[src/rtl/pc_sequencer_pkg.sv]
// Shared fetch-sequencer types and constants: FSM states, NOP encoding, default vectors.
// No logic lives here beyond a small alignment helper.
package pc_sequencer_pkg;

  typedef enum logic [2:0] {
    ST_IDLE = 3'd0,
    ST_REQ  = 3'd1,
    ST_WAIT = 3'd2,
    ST_HOLD = 3'd3,
    ST_HALT = 3'd4
  } state_e;

  localparam logic [31:0] NOP_INST         = 32'h0000_0013;
  localparam logic [31:0] DEF_RESET_VECTOR = 32'h0000_0000;
  localparam logic [31:0] DEF_TRAP_VECTOR  = 32'h0000_0100;

  function automatic logic is_misaligned(input logic [31:0] addr);
    return addr[1:0] != 2'b00;
  endfunction

endpackage

[src/rtl/pc_sequencer.sv]
// PC owner / fetch sequencer: one outstanding imem fetch, 3 cycles per instruction best case,
// all outputs registered; stall holds the presented instruction, imem_gnt=0 holds the request.
module pc_sequencer
  import pc_sequencer_pkg::*;
#(
  parameter logic [31:0] RESET_VECTOR = DEF_RESET_VECTOR,
  parameter logic [31:0] TRAP_VECTOR  = DEF_TRAP_VECTOR
) (
  input  logic        clk,
  input  logic        rst_n,
  input  logic        redirect_valid,
  input  logic [31:0] redirect_pc,
  input  logic        stall,
  input  logic        halt_req,
  output logic        imem_req,
  output logic [31:0] imem_addr,
  input  logic        imem_gnt,
  input  logic        imem_rvalid,
  input  logic [31:0] imem_rdata,
  output logic        if_valid,
  output logic [31:0] if_pc,
  output logic [31:0] if_inst,
  output logic        flush,
  output logic        misalign_trap,
  output logic        halted
);

  state_e      state_q, state_d;
  logic [31:0] pc_q, pc_d;
  logic [31:0] pend_pc_q, pend_pc_d;
  logic        pend_q, pend_d;
  logic        kill_q, kill_d;
  logic        halt_q, halt_d;
  logic        imem_req_q, imem_req_d;
  logic        if_valid_q, if_valid_d;
  logic [31:0] if_pc_q, if_pc_d;
  logic [31:0] if_inst_q, if_inst_d;
  logic        flush_q, flush_d;
  logic        trap_q, trap_d;
  logic        halted_q, halted_d;

  logic        redir_act;
  logic        redir_mis;
  logic [31:0] redir_tgt;
  logic [31:0] pc_seq;

  always_comb begin
    redir_act = redirect_valid && (state_q inside {ST_REQ, ST_WAIT, ST_HOLD});
    redir_mis = is_misaligned(redirect_pc);
    redir_tgt = redir_mis ? TRAP_VECTOR : redirect_pc;
    pc_seq    = if_pc_q + 32'd4;
  end

  always_comb begin
    state_d    = state_q;
    pc_d       = pc_q;
    pend_pc_d  = pend_pc_q;
    pend_d     = pend_q;
    kill_d     = kill_q;
    halt_d     = halt_q | halt_req;
    imem_req_d = imem_req_q;
    if_valid_d = if_valid_q;
    if_pc_d    = if_pc_q;
    if_inst_d  = if_inst_q;
    flush_d    = redir_act;
    trap_d     = redir_act && redir_mis;
    halted_d   = halted_q;

    case (state_q)
      ST_IDLE: begin
        state_d    = ST_REQ;
        imem_req_d = 1'b1;
        pc_d       = RESET_VECTOR;
      end
      ST_REQ: begin
        // Address stays put until granted; a redirect only arms the kill.
        if (redir_act) begin
          pend_d    = 1'b1;
          pend_pc_d = redir_tgt;
        end
        if (imem_gnt) begin
          state_d    = ST_WAIT;
          imem_req_d = 1'b0;
          pend_d     = 1'b0;
          if (redir_act || pend_q) kill_d = 1'b1;
        end
      end
      ST_WAIT: begin
        if (redir_act) begin
          kill_d    = 1'b1;
          pend_pc_d = redir_tgt;
        end
        if (imem_rvalid) begin
          if (kill_q || redir_act) begin
            kill_d = 1'b0;
            if (halt_d) begin
              state_d  = ST_HALT;
              halted_d = 1'b1;
            end else begin
              state_d    = ST_REQ;
              imem_req_d = 1'b1;
              pc_d       = redir_act ? redir_tgt : pend_pc_q;
            end
          end else begin
            state_d    = ST_HOLD;
            if_valid_d = 1'b1;
            if_pc_d    = pc_q;
            if_inst_d  = imem_rdata;
          end
        end
      end
      ST_HOLD: begin
        if (redir_act) begin
          state_d    = ST_REQ;
          if_valid_d = 1'b0;
          imem_req_d = 1'b1;
          pc_d       = redir_tgt;
        end else if (!stall) begin
          if_valid_d = 1'b0;
          pc_d       = pc_seq;
          if (halt_d) begin
            state_d  = ST_HALT;
            halted_d = 1'b1;
          end else begin
            state_d    = ST_REQ;
            imem_req_d = 1'b1;
          end
        end
      end
      ST_HALT: begin
        imem_req_d = 1'b0;
      end
      default: begin
        state_d = ST_IDLE;
      end
    endcase
  end

  always_ff @(posedge clk or negedge rst_n) begin
    if (!rst_n) begin
      state_q    <= ST_IDLE;
      pc_q       <= RESET_VECTOR;
      pend_pc_q  <= RESET_VECTOR;
      pend_q     <= 1'b0;
      kill_q     <= 1'b0;
      halt_q     <= 1'b0;
      imem_req_q <= 1'b0;
      if_valid_q <= 1'b0;
      if_pc_q    <= 32'h0;
      if_inst_q  <= NOP_INST;
      flush_q    <= 1'b0;
      trap_q     <= 1'b0;
      halted_q   <= 1'b0;
    end else begin
      state_q    <= state_d;
      pc_q       <= pc_d;
      pend_pc_q  <= pend_pc_d;
      pend_q     <= pend_d;
      kill_q     <= kill_d;
      halt_q     <= halt_d;
      imem_req_q <= imem_req_d;
      if_valid_q <= if_valid_d;
      if_pc_q    <= if_pc_d;
      if_inst_q  <= if_inst_d;
      flush_q    <= flush_d;
      trap_q     <= trap_d;
      halted_q   <= halted_d;
    end
  end

  assign imem_req      = imem_req_q;
  assign imem_addr     = pc_q;
  assign if_valid      = if_valid_q;
  assign if_pc         = if_pc_q;
  assign if_inst       = if_inst_q;
  assign flush         = flush_q;
  assign misalign_trap = trap_q;
  assign halted        = halted_q;

endmodule

[config.mk]
export PLATFORM = sky130hd
export DESIGN_NAME = pc_sequencer
export DESIGN_NICKNAME = d
export VERILOG_FILES = /design/src/rtl/pc_sequencer_pkg.sv /design/src/rtl/pc_sequencer.sv
export SDC_FILE = /design/constraint.sdc
export NUM_CORES = 1
export LEC_CHECK = 0
export BUFFER_PORTS_ARGS = -buffer_cell sky130_fd_sc_hd__buf_2
export CAP_MARGIN = 15
export CORE_ASPECT_RATIO = 0.7
export CORE_MARGIN = 2
export CORE_UTILIZATION = 30
export DETAILED_ROUTE_END_ITERATION = 8
export PLACE_DENSITY_LB_ADDON = 0.12
export REMOVE_ABC_BUFFERS = 1
export SLEW_MARGIN = 40
export SYNTH_ARGS = -nofsm -noshare
export SYNTH_HDL_FRONTEND = slang
export SYNTH_SLANG_ARGS = --single-unit
[constraint.sdc]
create_clock -name clk -period 2.6 [get_ports clk]
set_input_delay 0.65 -clock clk [delete_from_list [all_inputs] [get_ports clk]]
set_output_delay 0.65 -clock clk [all_outputs]
set_load 0.02 [all_outputs]
# [After elaboration in Yosys (flattened, before gate mapping)]
# Index checks and enable logic that the tools add are counted.
[totals] ff_bits=139 inputBits=71 out_inout_bits=101 wordCells=92
[classes] addsub=1 eq_ne=13 n_mux=41 bitwise=3 reduce_logical=21
[ops] op="two-way mux 32 bit" n=7
[ops] op="one-hot mux 32 bit (3 select lines)" n=1
[ops] op="adder 32 x 3 -> 32 bit (second input constant)" n=1
[ops] op="two-way mux 1 bit" n=22
[ops] op="two-way mux 3 bit" n=6
[ops] op="one-hot mux 3 bit (5 select lines)" n=1
[ops] op="AND reduction 5 bit" n=3
[ops] op="!= test 2 bit (second input constant)" n=6
[ops] op="AND reduction 4 bit" n=2
[ops] op="nonzero test 2 bit" n=4
[ops] op="== test 3 x 2 -> 1 bit (second input constant)" n=2
[ops] op="one-hot mux 1 bit (2 select lines)" n=3
[ops] op="AND reduction 3 bit" n=2
[ops] op="nonzero test 3 bit" n=2
[ops] op="one-hot mux 1 bit (5 select lines)" n=1
[ops] op="nonzero test 5 bit" n=1
[ops] op="!= test 2 x 1 -> 1 bit (second input constant)" n=2
[ops] op="== test 3 x 1 -> 1 bit (second input constant)" n=1
[ops] op="== test 3 bit (second input constant)" n=1
[ops] op="logical NOT 3 bit" n=1
[ops] op="!= test 3 bit (second input constant)" n=1
[ops] op="logical AND 1 bit" n=2
[ops] op="logical OR 1 bit" n=2
[ops] op="NOT 1 bit" n=2
[ops] op="3 further kinds" n=3

# [Longest topological paths before layout]
# Gate-level depths: netlist of the first run.
[logic_depth] ltp_word=8 depth_mapped=10 depth_no_buf=6

# [Worst setup path after synthesis of the first run]
# No wires, ideal clock.
[synth_timing] path_kind="in2reg" start="in halt_req" end="reg pc_q[10], in the netlist imem_addr[10]" setup_ns=0.066 t_arrival_ns=2.115 required_time_ns=2.534 path_slack_ns=0.419 cell_stages=6 n_path_buf=1 cell_sequence="or2_4 -> or4_4 -> and2_1 -> buf_6 -> a2111oi_4 -> a221o_1"
[synth_via] elab_chain_cells=3
[synth_rtl] element="start, declared" line="pc_sequencer.sv:14" rtl="input logic halt_req,"
[synth_rtl] element="OR 1 bit" line="pc_sequencer.sv:60" rtl="halt_d = halt_q | halt_req;"
[synth_rtl] element="!= test 2 bit (no source line)"
[synth_rtl] element="AND reduction 5 bit (no source line)"
[synth_rtl] element="end signal, assigned" line="pc_sequencer.sv:156" rtl="pc_q <= pc_d;"
[synth_rtl] element="end, declared" line="pc_sequencer.sv:29" rtl="logic [31:0] pc_q, pc_d;"
# No other way between the ends.
# A chain may end at the register's enable or synchronous reset.

# [Worst setup path after layout of the first run]
[layout_timing] start="reg if_pc_q[7], in the netlist if_pc[7]" end="reg pc_q[31], in the netlist imem_addr[31]"
[layout_via] elab_chain_cells=4
[layout_rtl] element="start, declared" line="pc_sequencer.sv:36" rtl="logic [31:0] if_pc_q, if_pc_d;"
[layout_rtl] element="start signal, assigned" line="pc_sequencer.sv:163" rtl="if_pc_q <= if_pc_d;"
[layout_rtl] element="adder 32 x 3 -> 32 bit" line="pc_sequencer.sv:51" rtl="pc_seq = if_pc_q + 32'd4;"
[layout_rtl] element="two-way mux 32 bit" line="pc_sequencer.sv:118" rtl="end else if (!stall) begin"
[layout_rtl] element="two-way mux 32 bit" line="pc_sequencer.sv:113" rtl="if (redir_act) begin"
[layout_rtl] element="one-hot mux 32 bit (3 select lines)" line="pc_sequencer.sv:69" rtl="case (state_q)"
# No other way between the ends. The select of a mux whose other input is x is not followed.

==> results by group, run 1 <==
Status
  • Status: completed

Route
  • DRT Pass-1 Iters: 5
  • Routed WL: 19400 um
  • WL/cell: 18.1 um
  • Drt initial violations: 360
  • Via density: 5.02
  • Number of remaining DRC errors: 0
  • Antenna Nets Post-Route: 0
  • Vias: 5384

Setup path
  • FF-to-FF Start: if_pc[7]
  • CP delay by family, top: simple AND/OR/NAND/NOR gates
  • Worst setup EP type: flip-flop
  • Reg2Reg Depth: 6
  • CP Data Arrival Time: 2.52 ns
  • Critical-path maximum fanout: 11
  • Reg2reg end: imem_addr[31]
  • Crit path buf inv count: 1
  • Worst Setup Start Kind: flip-flop
  • Worst path required time: 2.89 ns
  • Max incr delay on CP: 0.51 ns
  • Setup CP Type: reg2reg
  • FF-to-FF setup slack: 0.37 ns
  • Slowest CP cell: dfrtp_1
  • Worst path cell trace: and4_1 > nand4_1 > buf_4 > nor4_1 > xnor2_1 > o211ai_1

Place
  • DP HPWL: 13600 um
  • GPL Wtd Cong: 0.816
  • Placed cell count: 1041
  • Placed cell area: 7820 um^2
  • PortBufs: 171

Timing
  • Final setup violation count: 0
  • F_max: 448 MHz
  • Max-slew violation count: 0
  • Slew @ Worst Pin: 0.602 ns
  • Hold Fails Final Rpt: 0
  • Max Clock Skew: 0.0107 ns
  • Final min period: 2.23 ns
  • Max transition margin: 59.8%
  • Fin crit share: 85.9%
  • RSZ-0062 raised after global routing: no

Job
  • MaxCap Viol Count: 0

Power
  • Max rail drop VDD: 0.473 mV
  • Leakage: 4.06 nW
  • Pwr Density: 1060 nW/um^2

Synth
  • Netlist Area Pre-Place: 6540 um^2
  • Complex-gate fraction of the synthesized area: 14.0%
  • Number of synthesized flops with an enable pin: 0
  • Post-synth ARST share: 100%
  • Ys Warns: 0
  • Post-Synth Adder-Cell Area: 0.191%
  • Distinct cells, synth: 53
  • Syn Area/Cell: 10.8 um^2
  • Synth Flop Type: dfrtp_1
  • Synth Area in XOR/XNOR: 3.61%
  • Post-Synthesis Cells: 605
  • Yosys reg bits: 139
  • Sequential share of the synthesized area: 53.2%
  • Simple-gate share of the synthesized area: 14.2%
  • Largest family of logic cells by synthesized area: simple AND/OR/NAND/NOR gates
  • Post-synthesis mux area share: 11.1%

Global route
  • GRT Overall Usage: 17.3%
  • Overflow after GRT: 0
  • Largest net degree at the start of global routing: 50
  • Vias in the first global route: 5277
  • First-pass GRT wire length: 30800 um
  • Initial antenna violation count: 0

CTS
  • CTS Hold Bufs: 0
  • Clock slew at reported path FFs: 0.06 ns
  • CTS buffer count: 17
  • Clock root cell: clkbuf_16
  • CTS sink cnt: 139
  • H-tree depth: 4
  • CTS Buffer Depth: 2
  • Setup bufs post-CTS: 0
  • CTS tree: built
  • Worst skew pair latency: 0.42 ns
  • Cts repair resizes: 0

Cells and area
  • Register area: 3480 um^2
  • Layout cells sized above 1: 38.7%
  • Most common cell after layout, fill and taps aside: buf_2
  • Most frequent cells in the layout: buf_2, dfrtp_1, nand2_1, mux2_2, o21ai_0
  • Final Instance Area: 8470 um^2
  • # fillers: 2173
  • P&R area growth vs syn: 29.5%
  • Multi-input gate area: 2840 um^2
  • Antenna diodes: 0
  • Cell Count, Final, Fillers Out: 1073
  • Fin nets: 850

Die
  • Starting Density: 30.3%
  • Site Rows: 45
  • IO Pins: 172
  • Die height: 128 um
  • Die ar.: 23000 um^2
  • Die X: 181 um
  • Core outline area: 21600 um^2

Worst hold path
  • Min-delay worst type: in2async
==> synthesized netlist by cell type, types with 5 or more instances <==
cell type	n	area, um^2
buf_2	15	75.1
xnor2_1	16	140
nor4_1	11	68.8
nand2_1	99	372
clkbuf_1	15	56.3
mux2_2	61	687
dfrtp_1	136	3400
o211ai_1	13	97.6
nand3_1	12	60.1
xor2_1	11	96.3
and4_1	5	43.8
a32oi_1	11	96.3
a21oi_1	20	100
inv_1	5	18.8
nand3b_1	7	52.6
o21ai_0	45	225
a32o_1	5	50.1
a221o_1	7	70.1
nand4_1	11	68.8
nor2_1	25	93.8
nand2b_1	5	31.3
==> where the power goes <==
group	internal [mW]	total [mW]	switching, mW
sequential	2.80	3.26	0.461
combinational	1.11	3.03	1.91
clock	1.76	2.70	0.947
total	5.67	8.99	3.32
==> registers in the layout, summed over array words and instances (netlist names), 3 cells and up <==
signal and count:
imem_addr 32, if_inst 32, if_pc 32, pend_pc_q 32, state_q 3
==> kinds of logic after synthesis <==
group,after synthesis
simple gates,196
buf+inv,47
flops,139
compound gates,130
xor+xnor,27
mux,65
fa+ha+maj,1
==> routing by layer <==
| layer | GRT usage, % | up-vias | routed length [um] |
|---|---|---|---|
| li1 | - | 2525 | - |
| met1 | 24.9 | 2674 | 9540 |
| met2 | 25.8 | 171 | 8530 |
| met3 | 4.50 | 14 | 1140 |
| met4 | 4.60 | 0 | 208 |
| met5 | 0 | - | 0 |
==> through the flow <==
stage	TNS, ns	setup slack, ns	hold WS, ns	util (%)	total power, mW
after floorplan	-57.23	-0.844	0.354	-	4.98
after CTS	0	0.408	0.141	39.3	9.08
after detailed placement	0	0.127	0.457	36.3	6.34
final	0	0.366	0.145	39.3	8.99
after global placement	0	0.191	0.449	36.3	6.28
after global routing	0	0.330	0.154	39.3	9.55
==> layout make-up <==
| class | count | share of cell area [%] |
|---|---|---|
| sequential | 139 | 41.1 |
| inverter | 5 | 0.221 |
| clock inverter | 11 | 2.27 |
| multi-input combinational | 419 | 33.5 |
| timing repair buffer | 196 | 13.3 |
| tap | 282 | 4.16 |
| clock buffer | 21 | 5.43 |
==> worst max path at each step <==
stage | slack (ns) | endpoint | cells after the start | start
4_1_cts | 0.41 | imem_addr[31] | 6 | if_pc[7]
2_1_floorplan | -0.84 | if_inst[10] | 4 | state_q[0]
5_1_grt | 0.33 | imem_addr[31] | 6 | if_pc[7]
6_report | 0.37 | imem_addr[31] | 6 | if_pc[7]
3_3_place_gp | 0.19 | imem_addr[8] | 6 | halt_req
3_5_place_dp | 0.13 | imem_addr[7] | 6 | halt_req
No activity file was read; power rests on OpenSTA's default activity.
==> inputs of run 2 (changes only) <==
Settings changed: CORE_ASPECT_RATIO 0.7 to default, GPL_TIMING_DRIVEN from default to 1.
Clock period 2.6 ns to 2.45 ns, I/O delays scaled along.
==> run 2 against run 1 <==
Combinational power rose by 6%. Worst setup slack got worse by 0.10 ns. Final area fell by 0.75%. Maximum frequency rose by 2.3%. Global-route usage fell by 0.37 points. Register-to-register slack got worse by 0.10 ns. Sequential share of layout area rose by 0.31 points. Critical endpoint is now imem_addr[9]. Critical path depth fell by 1.
==> results by group, run 2 (synthesized netlist as in run 1, its figures left out) <==
Status
  • Status: completed

Place
  • Placed cell area: 7890 um^2
  • PortBufs: 171
  • GPL Wtd Cong: 0.777
  • DP HPWL: 13400 um

Global route
  • Vias in the first global route: 5159
  • First-pass GRT wire length: 29500 um
  • Largest net degree at the start of global routing: 56
  • Overflow after GRT: 0
  • GRT Overall Usage: 16.9%
  • Initial antenna violation count: 0

Job
  • MaxCap Viol Count: 0

Cells and area
  • Final Instance Area: 8410 um^2
  • Fin nets: 855
  • Antenna diodes: 0
  • Most common cell after layout, fill and taps aside: buf_2
  • Layout cells sized above 1: 38.7%
  • Most frequent cells in the layout: buf_2, dfrtp_1, nand2_1, mux2_2, o21ai_0
  • P&R area growth vs syn: 28.6%

CTS
  • CTS tree: built
  • CTS Hold Bufs: 0
  • Worst skew pair latency: 0.42 ns
  • Setup bufs post-CTS: 0
  • CTS sink cnt: 139
  • H-tree depth: 4
  • Clock root cell: clkbuf_16
  • Cts repair resizes: 0
  • Clock slew at reported path FFs: 0.06 ns
  • CTS buffer count: 17
  • CTS Buffer Depth: 2

Die
  • Die height: 152 um
  • Core outline area: 21600 um^2
  • Die X: 152 um
  • Die ar.: 23000 um^2
  • Site Rows: 54
  • IO Pins: 172
  • Starting Density: 30.3%

Worst hold path
  • Min-delay worst type: in2async

Power
  • Max rail drop VDD: 0.494 mV
  • Power Total: 8.99 mW
  • Pwr Density: 1070 nW/um^2
  • Leakage: 4.03 nW

Setup path
  • CP Data Arrival Time: 2.54 ns
  • Worst Setup Start Kind: flip-flop
  • FF-to-FF Start: state_q[2]
  • Critical-path maximum fanout: 13
  • Setup CP Type: reg2reg
  • Worst setup EP type: flip-flop
  • Worst Setup EP: imem_addr[9]
  • Reg2Reg Depth: 5
  • Worst path required time: 2.80 ns
  • Reg2reg end: imem_addr[9]
  • CP Launch Point: state_q[2]
  • FF-to-FF setup slack: 0.27 ns

Timing
  • F_max: 458 MHz
  • Max Clock Skew: 0.0116 ns
  • Fin crit share: 89.2%
  • Final setup violation count: 0
  • Max-slew violation count: 0
  • Slew @ Worst Pin: 0.546 ns
  • Final min period: 2.18 ns
  • Worst hold slack: 0.158 ns
  • Max transition margin: 63.6%
  • RSZ-0062 raised after global routing: no
  • Hold Fails Final Rpt: 0

Route
  • Via density: 4.96
  • Drt initial violations: 343
  • DRT Pass-1 Iters: 4
  • Vias: 5338
  • Antenna Nets Post-Route: 0
  • Routed WL: 19200 um
  • Number of remaining DRC errors: 0
  • WL/cell: 17.8 um
==> run 2: report_power, final <==
group | leakage [nW] | switching, mW | internal [mW]
Combinational | 1.93 | 2.01 | 1.21
Clock | 0.254 | 0.973 | 1.34
Sequential | 1.85 | 0.489 | 2.97
==> run 2: worst min path at each step <==
stage / from / endpoint
detailed placement: halted / halted
global placement: halted / halted
CTS: rst_n / imem_addr[30]
finish: rst_n / pend_pc_q[30]
floorplan: rst_n / flush
global route: rst_n / pend_pc_q[30]
==> run 2: area by class of cell <==
type	count	area, um^2
fill	2204	13200
sequential	139	3480
multi-input combinational	419	2840
timing repair buffer	201	1200
clock buffer	24	472
tap	280	350
clock inverter	8	45.0
inverter	5	18.8
==> run 2: per-layer routing <==
metal	wire length [um]	global-route usage [%]
met1	9000	23.4
met2	9080	27.1
met3	955	3.68
met4	132	4.26
met5	0	0
==> run 2: worst max-delay path: stages, from the launching register on <==
cell and delay [ns]:
dfrtp_1 0.53, nand2b_1 0.26, or4_4 0.52, and2_1 0.34
a2111oi_2 0.36, a21o_1 0.12
==> run 2: through the flow <==
stage          setup TNS [ns]  cells  worst slack, ns  util [%]
6_report                    0   1076            0.266      38.9
5_1_grt                     0   1076            0.123      38.9
4_1_cts                     0   1076            0.258      38.9
3_5_place_dp                0   1044           0.0522      36.5
3_3_place_gp                0   1044           0.0910      36.5
2_1_floorplan          -71.84    563           -0.994         -
==> inputs of run 3 (changes only) <==
Settings changed: PLACE_DENSITY_LB_ADDON 0.12 to default.
==> run 3 against run 2 <==
Final cell count decreased by 0.37%. Count of clock-buffer cells in the layout decreased by 4. Global-route usage decreased by 0.99 points. Critical endpoint is now imem_addr[8].
==> results by group, run 3 (synthesized netlist as in run 1, its figures left out) <==
Status
  • Status: completed

Die
  • Die ar.: 23000 um^2
  • Die X: 152 um
  • Starting Density: 30.3%
  • Die height: 152 um
  • Core outline area: 21600 um^2
  • IO Pins: 172
  • Site Rows: 54

Timing
  • Max-slew violation count: 0
  • F_max: 496 MHz
  • Final setup violation count: 0
  • Max Clock Skew: 0.00759 ns
  • Slew @ Worst Pin: 0.518 ns
  • RSZ-0062 raised after global routing: no
  • Max transition margin: 65.4%
  • Final min period: 2.01 ns
  • Hold Fails Final Rpt: 0
  • Worst hold slack: 0.125 ns
  • Fin crit share: 82.2%
  • Total Neg Setup Slack: 0 ns

CTS
  • Cts repair resizes: 0
  • CTS sink cnt: 139
  • Clock root cell: clkbuf_16
  • CTS tree: built
  • CTS Hold Bufs: 0
  • CTS buffer count: 17
  • Clock slew at reported path FFs: 0.06 ns
  • CTS Buffer Depth: 2
  • H-tree depth: 4
  • Worst skew pair latency: 0.42 ns
  • Setup bufs post-CTS: 0

Place
  • GPL Wtd Cong: 0.766
  • PortBufs: 171
  • DP HPWL: 12800 um

Setup path
  • Setup CP Type: reg2reg
  • Worst Setup Start Kind: flip-flop
  • Critical-path maximum fanout: 8
  • Worst path required time: 2.81 ns
  • Worst setup EP type: flip-flop
  • CP Data Arrival Time: 2.37 ns

Route
  • Number of remaining DRC errors: 0
  • Antenna Nets Post-Route: 0
  • Drt initial violations: 244
  • Vias: 5346
  • Via density: 4.99
  • WL/cell: 17.1 um
  • Routed WL: 18300 um
  • DRT Pass-1 Iters: 5

Power
  • Leakage: 4.01 nW
  • Seq pwr share: 37.8%
  • Combinational power share: 34.2%
  • Pwr Density: 1080 nW/um^2
  • Max rail drop VDD: 0.575 mV
  • Switching Share: 37.9%
  • Net Switching: 3.45 mW
  • Cell-internal power: 5.66 mW
  • Clock power share: 28.0%

Global route
  • First-pass GRT wire length: 28000 um
  • Vias in the first global route: 4996
  • Largest net degree at the start of global routing: 47
  • GRT Overall Usage: 16.0%
  • Overflow after GRT: 0
  • Initial antenna violation count: 0

Job
  • MaxCap Viol Count: 0

Cells and area
  • Fin nets: 851
  • Most frequent cells in the layout: buf_2, dfrtp_1, nand2_1, mux2_2, o21ai_0
  • Layout cells sized above 1: 38.8%
  • P&R area growth vs syn: 28.5%
  • Most common cell after layout, fill and taps aside: buf_2

Worst hold path
  • Min-delay worst type: in2async
[run 3: cell count changes in the layout (fill, tap and decap cells not counted), sizes merged]
cell,previous run,this run
clkinv,6,4
clkinvlp,2,5
clkbuf,24,20
bufinv,0,2
buf,201,197
diode,0,1
[run 3: path summary, 6_finish.rpt]
kind	depth (start not counted)	slack (ns)	startpoint	end
min in group clk	2	0.41	imem_gnt	pend_q
max in group asynchronous	2	1.64	rst_n	if_inst[11]
min	1	0.12	rst_n	if_pc[26]
max reg2reg	5	0.44	halt_q	imem_addr[8]
max	5	0.44	halt_q	imem_addr[8]
min reg2reg	1	0.47	halted	halted
[run 3: layer usage]
layer	part of all wire, %	vias up	GRT usage, %
li1	-	2527	-
met1	46	2629	22.2
met2	47	181	25.3
met3	5.9	9	3.98
met4	0.66	0	3.43
met5	0	-	0
[run 3: power by group through the flow]
stage | combinational, mW | clock, mW | sequential, mW
2_1_floorplan | 1.34 | 0 | 3.94
3_3_place_gp | 3.10 | 0 | 3.46
3_5_place_dp | 3.14 | 0 | 3.48
4_1_cts | 3.15 | 2.61 | 3.44
5_1_grt | 3.44 | 2.71 | 3.54
6_report | 3.12 | 2.55 | 3.45
[run 3: metrics by stage]
step                      instances  area [um^2]  utilization, %  total power [mW]  setup WS, ns
after CTS                      1071         8410            38.9              9.20         0.411
after floorplan                 563         6320               -              5.29        -0.994
after global placement         1040         7830            36.2              6.56        0.0924
final                          1072         8410            38.9              9.11         0.435
after global routing           1071         8410            38.9              9.68         0.281
after detailed placement       1040         7830            36.2              6.62        0.0469
[run 3: layout make-up]
cell class,count,area (um^2)
diodes,1,2.50
clock buffers,20,457
clock inverters,11,121
fillers,2135,13200
inverters,5,18.8
multi-input cells,419,2830
flip-flops and latches,139,3480
well taps,280,350
repair buffers,197,1140
[run 3: worst max-delay path: stages (launching register included)]
cell and delay (ns):
dfrtp_1 0.35, or2_4 0.25, or4_4 0.55, and2_1 0.34
a2111oi_4 0.32, a221o_1 0.15
